File: src/rtl/sar_search_ctrl_pkg.sv
// Shared types and constants for the successive-approximation search controller.
// Flag vectors are packed as {A_lt_B, A_gt_B, A_eq_B}.
package sar_search_ctrl_pkg;

  typedef enum logic [1:0] {
    ST_IDLE   = 2'd0,
    ST_SETTLE = 2'd1,
    ST_EVAL   = 2'd2
  } state_t;

  localparam logic [2:0] FLAG_LT = 3'b100;
  localparam logic [2:0] FLAG_GT = 3'b010;
  localparam logic [2:0] FLAG_EQ = 3'b001;

  function automatic int max_probes(input int width);
    return width + 1;
  endfunction

endpackage

File: src/rtl/sar_search_ctrl.sv
// Binary-search controller that drives a registered comparator's B input and
// narrows [lo, hi] on each lt/gt answer until the comparator reports equality.
module sar_search_ctrl
  import sar_search_ctrl_pkg::*;
#(
  parameter int WIDTH = 4
) (
  input  logic                          CLK,
  input  logic                          nRST,
  input  logic                          start,
  input  logic                          A_lt_B,
  input  logic                          A_gt_B,
  input  logic                          A_eq_B,
  output logic [WIDTH-1:0]              guess,
  output logic                          busy,
  output logic                          done,
  output logic                          found,
  output logic                          err,
  output logic [WIDTH-1:0]              result,
  output logic [$clog2(WIDTH+2)-1:0]    probes,
  output state_t                        dbg_state
);

  localparam int BW = WIDTH + 1;
  localparam int PW = $clog2(WIDTH + 2);
  localparam logic [PW-1:0] PROBE_MAX = PW'(max_probes(WIDTH));

  // Handshake: start is a level sampled only in IDLE; done is a one-cycle
  // completion pulse coincident with busy falling; found/err/result stay valid
  // from that pulse until the next accepted start.

  state_t            state_q, state_d;
  logic [BW-1:0]     lo_q, lo_d;
  logic [BW-1:0]     hi_q, hi_d;
  logic [WIDTH-1:0]  guess_q, guess_d;
  logic [PW-1:0]     probes_q, probes_d;
  logic              busy_q, busy_d;
  logic              done_q, done_d;
  logic              found_q, found_d;
  logic              err_q, err_d;
  logic [WIDTH-1:0]  result_q, result_d;

  logic [2:0]        flags;
  logic [BW-1:0]     guess_ext;
  logic              step;
  logic              fail;
  logic              finish;

  function automatic logic flags_consistent(input logic [2:0] f);
    return (f == FLAG_LT) || (f == FLAG_GT) || (f == FLAG_EQ);
  endfunction

  // Bounds are one bit wider than guess, so the sum cannot overflow.
  function automatic logic [WIDTH-1:0] midpoint(input logic [BW-1:0] l,
                                                input logic [BW-1:0] h);
    logic [BW:0] s;
    s = {1'b0, l} + {1'b0, h};
    return WIDTH'(s >> 1);
  endfunction

  assign flags     = {A_lt_B, A_gt_B, A_eq_B};
  assign guess_ext = {1'b0, guess_q};

  always_comb begin
    state_d  = state_q;
    lo_d     = lo_q;
    hi_d     = hi_q;
    guess_d  = guess_q;
    probes_d = probes_q;
    busy_d   = busy_q;
    done_d   = 1'b0;
    found_d  = found_q;
    err_d    = err_q;
    result_d = result_q;
    step     = 1'b0;
    fail     = 1'b0;
    finish   = 1'b0;

    case (state_q)
      ST_IDLE: begin
        if (start) begin
          lo_d     = '0;
          hi_d     = {1'b0, {WIDTH{1'b1}}};
          guess_d  = midpoint('0, {1'b0, {WIDTH{1'b1}}});
          probes_d = PW'(1);
          found_d  = 1'b0;
          err_d    = 1'b0;
          result_d = '0;
          busy_d   = 1'b1;
          state_d  = ST_SETTLE;
        end
      end

      ST_SETTLE: begin
        state_d = ST_EVAL;
      end

      ST_EVAL: begin
        if (!flags_consistent(flags)) begin
          fail = 1'b1;
        end else if (flags == FLAG_EQ) begin
          result_d = guess_q;
          found_d  = 1'b1;
          finish   = 1'b1;
        end else if (flags == FLAG_GT) begin
          if (guess_ext == hi_q) begin
            fail = 1'b1;
          end else begin
            lo_d = guess_ext + BW'(1);
            step = 1'b1;
          end
        end else begin
          if (guess_ext == lo_q) begin
            fail = 1'b1;
          end else begin
            hi_d = guess_ext - BW'(1);
            step = 1'b1;
          end
        end

        // A narrowed interval still needs a probe slot; running out is an error.
        if (step) begin
          if (probes_q == PROBE_MAX) begin
            fail = 1'b1;
          end else begin
            guess_d  = midpoint(lo_d, hi_d);
            probes_d = probes_q + PW'(1);
            state_d  = ST_SETTLE;
          end
        end

        if (fail) begin
          err_d  = 1'b1;
          finish = 1'b1;
        end

        if (finish) begin
          done_d  = 1'b1;
          busy_d  = 1'b0;
          state_d = ST_IDLE;
        end
      end

      default: begin
        state_d = ST_IDLE;
        busy_d  = 1'b0;
      end
    endcase
  end

  always_ff @(posedge CLK or negedge nRST) begin
    if (!nRST) begin
      state_q  <= ST_IDLE;
      lo_q     <= '0;
      hi_q     <= '0;
      guess_q  <= '0;
      probes_q <= '0;
      busy_q   <= 1'b0;
      done_q   <= 1'b0;
      found_q  <= 1'b0;
      err_q    <= 1'b0;
      result_q <= '0;
    end else begin
      state_q  <= state_d;
      lo_q     <= lo_d;
      hi_q     <= hi_d;
      guess_q  <= guess_d;
      probes_q <= probes_d;
      busy_q   <= busy_d;
      done_q   <= done_d;
      found_q  <= found_d;
      err_q    <= err_d;
      result_q <= result_d;
    end
  end

  assign guess     = guess_q;
  assign busy      = busy_q;
  assign done      = done_q;
  assign found     = found_q;
  assign err       = err_q;
  assign result    = result_q;
  assign probes    = probes_q;
  assign dbg_state = state_q;

endmodule
File: config.mk
export PLATFORM = sky130hd
export DESIGN_NAME = sar_search_ctrl
export DESIGN_NICKNAME = d
export VERILOG_FILES = /design/src/rtl/sar_search_ctrl_pkg.sv /design/src/rtl/sar_search_ctrl.sv
export SDC_FILE = /design/constraint.sdc
export NUM_CORES = 1
export LEC_CHECK = 0
export CAP_MARGIN = 20
export CORE_ASPECT_RATIO = 2
export CORE_MARGIN = 4
export CORE_UTILIZATION = 55
export DETAILED_ROUTE_END_ITERATION = 7
export DONT_BUFFER_PORTS = 1
export GPL_TIMING_DRIVEN = 0
export HOLD_SLACK_MARGIN = 0.12
export PLACE_DENSITY_LB_ADDON = 0.2
export SETUP_SLACK_MARGIN = 0.02
export SLEW_MARGIN = 5
export SYNTH_ARGS = -nofsm -noshare
export SYNTH_HDL_FRONTEND = slang
export SYNTH_SLANG_ARGS = --single-unit
export TNS_END_PERCENT = 30
File: constraint.sdc
create_clock -name CLK -period 3 [get_ports CLK]
set_clock_uncertainty 0.05 [all_clocks]
set_input_delay 0.6 -clock CLK [delete_from_list [all_inputs] [get_ports CLK]]
set_output_delay 0.6 -clock CLK [all_outputs]
set_load 0.02 [all_outputs]
==> metrics.txt <==
# TYPE chip_impl_metric gauge
chip_impl_metric{name="power.density_cell_area",unit="nW/um2"} 781
chip_impl_metric{name="crit_cells",unit=""} 14
chip_impl_metric{name="synthDistinctLibCells",unit=""} 43
chip_impl_info{name="cts-root-buf",value="sky130_fd_sc_hd__clkbuf_8"} 1
chip_impl_info{name="top_family_by_delay_on_critical_path",value="compound AO/OA/AOI/OAI gates"} 1
chip_impl_metric{name="clock_sinks",unit=""} 27
chip_impl_metric{name="gp_routability_congestion",unit=""} 0.851
chip_impl_metric{name="floorplan.die.height",unit="um"} 85.2
chip_impl_info{name="layout_common_cells",value="23 x sky130_fd_sc_hd__dfrtp_1, 15 x sky130_fd_sc_hd__nand2_1, 13 x sky130_fd_sc_hd__inv_1, 13 x sky130_fd_sc_hd__nor2_1, 13 x sky130_fd_sc_hd__a21oi_1"} 1
chip_impl_metric{name="max_freq",unit="MHz"} 340
chip_impl_metric{name="grt_start_max_net_pins",unit=""} 28
chip_impl_metric{name="cts_htree_levels",unit=""} 1
chip_impl_info{name="startpoint_type",value="flip-flop"} 1
chip_impl_metric{name="grt_total_ovfl",unit=""} 0
chip_impl_metric{name="antenna_found_initial",unit=""} 0
chip_impl_metric{name="postSynthRegisterBits",unit=""} 27
chip_impl_metric{name="drt_drc_violations_left",unit=""} 0
chip_impl_metric{name="buffer_ports.inserted",unit=""} 0
chip_impl_metric{name="place_ws",unit="ps"} -63.6
chip_impl_metric{name="num_antenna_cells",unit=""} 0
chip_impl_metric{name="p_leak",unit="nW"} 0.846
chip_impl_metric{name="fin_tns_setup",unit="ps"} 0
chip_impl_info{name="critical-path-slowest-cell",value="sky130_fd_sc_hd__dfrtp_2"} 1
chip_impl_metric{name="vias_in_the_first_global_route",unit=""} 1351
chip_impl_metric{name="synth_largest_type_area_fraction",unit="%"} 41.3
chip_impl_metric{name="cp_num_buf_inv",unit=""} 3
chip_impl_metric{name="ys_warn_count",unit=""} 0
chip_impl_metric{name="final-instance-count-excl-fill",unit=""} 214
chip_impl_metric{name="clkLatencyLatePin",unit="ps"} 270
chip_impl_metric{name="final_min_period_over_clock_period",unit="%"} 98.1
chip_impl_metric{name="grt_first_pass_wirelength",unit="um"} 6410
chip_impl_metric{name="die_area",unit="um2"} 3970
chip_impl_metric{name="syn_area",unit="um2"} 1640
chip_impl_metric{name="timing.critical_path.required",unit="ps"} 3100
chip_impl_metric{name="placement_rows",unit=""} 27
chip_impl_info{name="cell_accounting_for_the_most_synthesized_area",value="sky130_fd_sc_hd__dfrtp_1"} 1
chip_impl_metric{name="setup_slack_of_the_critical_path_after_layout",unit="ps"} 57.6
chip_impl_info{name="timing_worst_setup_path_type",value="reg -> reg"} 1
chip_impl_metric{name="final_layout_size_suffix_gt1_share",unit="%"} 23.2
chip_impl_metric{name="max_stage_delay",unit="ps"} 470
chip_impl_info{name="timing.critical_path.mode_cell",value="sky130_fd_sc_hd__xnor2_1"} 1
chip_impl_metric{name="gr-usage-met2",unit="%"} 35.9
chip_impl_metric{name="grt_util_met1",unit="%"} 25.6
chip_impl_metric{name="drt_pass1_iterations",unit=""} 4
chip_impl_metric{name="cap_violations",unit=""} 0
chip_impl_metric{name="grtUsageMet3",unit="%"} 3.61
chip_impl_metric{name="slew_headroom",unit="%"} 62.9
chip_impl_metric{name="cts_inserted_buffers",unit=""} 3
chip_impl_metric{name="core",unit="um2"} 2800
chip_impl_info{name="outcome",value="finished clean"} 1
chip_impl_metric{name="timing.critical_path.fanout_max",unit=""} 5
chip_impl_info{name="crit_chain",value="buf_6, xnor2_2, nand3_2, o31a_1, buf_4, mux2_4, nand2_2, fa_2, inv_1, a21o_1, a21oi_2, xnor2_1, xnor2_1, o22ai_1"} 1
chip_impl_metric{name="clkSlewWorstSetupHoldPaths",unit="ps"} 90
chip_impl_metric{name="globalRouteTotalUtil",unit="%"} 21.7
chip_impl_info{name="grt-busiest-layer",value="met2"} 1
chip_impl_info{name="critPathCaptureType",value="flip-flop"} 1
chip_impl_metric{name="dpl.hpwl",unit="um"} 2830
chip_impl_metric{name="irDropWorstVdd",unit="mV"} 0.470
chip_impl_metric{name="worstRegToRegCells",unit=""} 14
chip_impl_metric{name="final_period_demand_of_the_worst_path",unit="ps"} 2940
chip_impl_metric{name="fillcell_total",unit=""} 223
chip_impl_metric{name="timing_worst_slew_pin_value",unit="ps"} 555
chip_impl_metric{name="routed_via_density",unit=""} 6.03
chip_impl_metric{name="initial_utilization",unit="%"} 58.4
chip_impl_info{name="cts_tree",value="yes"} 1
chip_impl_metric{name="min_delay_path_depth",unit=""} 2
chip_impl_metric{name="syn-num-nets",unit=""} 183
chip_impl_metric{name="hold_violations",unit=""} 0
chip_impl_metric{name="syn_inst",unit=""} 169
chip_impl_metric{name="seqCellArea",unit="um2"} 681
chip_impl_metric{name="r2r_setup_slack",unit="ps"} 60
chip_impl_metric{name="die_w",unit="um"} 46.6
chip_impl_info{name="type_of_the_worst_min_delay_path",value="reg -> reg"} 1
chip_impl_metric{name="io_pins",unit=""} 23
chip_impl_metric{name="worst_ep_arrival_time",unit="ps"} 3050
chip_impl_metric{name="slew_viol_final",unit=""} 0
chip_impl_metric{name="cts-root-to-sink-buffers",unit=""} 2
chip_impl_metric{name="totalWireLength",unit="um"} 3850
chip_impl_metric{name="final_setup_violation_count",unit=""} 0
chip_impl_info{name="synth_top_cells_by_area",value="sky130_fd_sc_hd__dfrtp_1 41%, sky130_fd_sc_hd__ha_1 5.3%, sky130_fd_sc_hd__xnor2_1 4.8%"} 1
chip_impl_metric{name="nNetsFinal",unit=""} 200
chip_impl_info{name="most_common_cell_after_layout_fill_and_taps_aside",value="sky130_fd_sc_hd__dfrtp_1"} 1
chip_impl_metric{name="routedWlPerCell",unit="um"} 18.0
chip_impl_metric{name="synth.yosys.seq_area_share",unit="%"} 41.3
chip_impl_metric{name="via_count",unit=""} 1291
chip_impl_metric{name="antenna_left",unit=""} 0
chip_impl_metric{name="layout-area-overhead-vs-synth",unit="%"} 14.4
chip_impl_metric{name="multi_input_area",unit="um2"} 898
chip_impl_metric{name="place.detailed.instances",unit=""} 198
chip_impl_info{name="unrepaired_setup_endpoints_after_global_routing",value="true"} 1
chip_impl_metric{name="drt-initial-drc-count",unit=""} 33
chip_impl_metric{name="post_synth.cell_area_avg",unit="um2"} 9.69
-- registers in the layout, indices dropped and copies added, names as in the netlist --
| register | flops |
|---|---|
| busy | 1 |
| dbg_state | 2 |
| done | 1 |
| err | 1 |
| found | 1 |
| guess | 4 |
| hi_q | 5 |
| lo_q | 5 |
| probes | 3 |
| result | 4 |
-- layer usage --
layer / routed length, um / share of wire, %
met5: 0 / 0
met4: 221 / 5.7
met3: 188 / 4.9
met2: 2120 / 55
met1: 1320 / 34
-- power breakdown --
part | leakage [nW] | switching [mW] | total (mW) | internal (mW)
sequential | 0.328 | 0.172 | 0.621 | 0.449
combinational | 0.495 | 0.363 | 0.640 | 0.277
clock | 0.0228 | 0.109 | 0.204 | 0.0950
total | 0.846 | 0.643 | 1.46 | 0.821
-- area by class of cell --
class	count	share of cell area (%)
plain buffers	6	3.00
inverters	14	2.80
flip-flops and latches	27	36.3
multi-input cells	122	47.9
repair buffers	12	5.61
clock buffers	4	2.40
well taps	29	1.94
-- worst reg2reg max path, cell delays in order, from the launching register on --
cell and delay (ps):
sky130_fd_sc_hd__dfrtp_2 470, sky130_fd_sc_hd__buf_6 160, sky130_fd_sc_hd__xnor2_2 130, sky130_fd_sc_hd__nand3_2 110, sky130_fd_sc_hd__o31a_1 350, sky130_fd_sc_hd__buf_4 150, sky130_fd_sc_hd__mux2_4 210, sky130_fd_sc_hd__nand2_2 70
sky130_fd_sc_hd__fa_2 400, sky130_fd_sc_hd__inv_1 60, sky130_fd_sc_hd__a21o_1 120, sky130_fd_sc_hd__a21oi_2 60, sky130_fd_sc_hd__xnor2_1 210, sky130_fd_sc_hd__xnor2_1 170, sky130_fd_sc_hd__o22ai_1 110
-- timing repair --
action | CTS | global route
pin swaps | 0 | 11
buffers inserted | 0 | 10
endpoints found under the setup margin | 1 | 1
gates resized for setup | 8 | 9
hold buffers | 2 | 0
hold endpoints to repair | 27 | 0
-- path summary, 6_finish.rpt --
kind,from,end
setup reg to reg,guess[1]$_DFFE_PN0P_,guess[3]$_DFFE_PN0P_
min in group asynchronous,nRST,lo_q[4]$_DFFE_PN0P_
hold reg to reg,lo_q[2]$_DFFE_PN0P_,lo_q[2]$_DFFE_PN0P_
max in group asynchronous,nRST,guess[2]$_DFFE_PN0P_
setup / recovery,guess[1]$_DFFE_PN0P_,guess[3]$_DFFE_PN0P_
hold / removal,lo_q[2]$_DFFE_PN0P_,lo_q[2]$_DFFE_PN0P_
-- kinds of logic after synthesis --
group / share of synthesized area [%]
simple gates: 14.2
fa+ha+maj: 6.57
buf+inv: 6.03
flops: 41.3
xor+xnor: 10.8
mux: 1.53
compound gates: 19.6
-- stage by stage --
step / instance area (um2) / util, % / power, mW / hold WS [ps]
finish: 1870 / 66.8 / 1.46 / 527
floorplan: 1640 / - / 1.05 / 254
detailed placement: 1670 / 59.7 / 1.19 / 255
global placement: 1670 / 59.7 / 1.16 / 255
global route: 1870 / 66.8 / 1.57 / 553
CTS: 1760 / 62.9 / 1.41 / 531
-- cells in the mapped netlist (all sizes together) --
library cell	count
o31a	1
o31ai	1
dfrtp	27
o21a	2
a32oi	1
nor3b	2
and3	1
nor2b	2
or3	1
o22ai	4
buf	4
nor4	1
nand2	16
fa	1
o311a	1
and2	1
a2bb2oi	1
mux2i	1
o21ai	14
ha	7
clkbuf	2
nand2b	2
inv	14
xor2	5
nor3	1
xnor2	11
a41oi	1
a21oi	15
nor2	14
a21boi	3
o211ai	1
nand3	7
mux2	1
a21o	3
(Power assumes the default switching activity.)
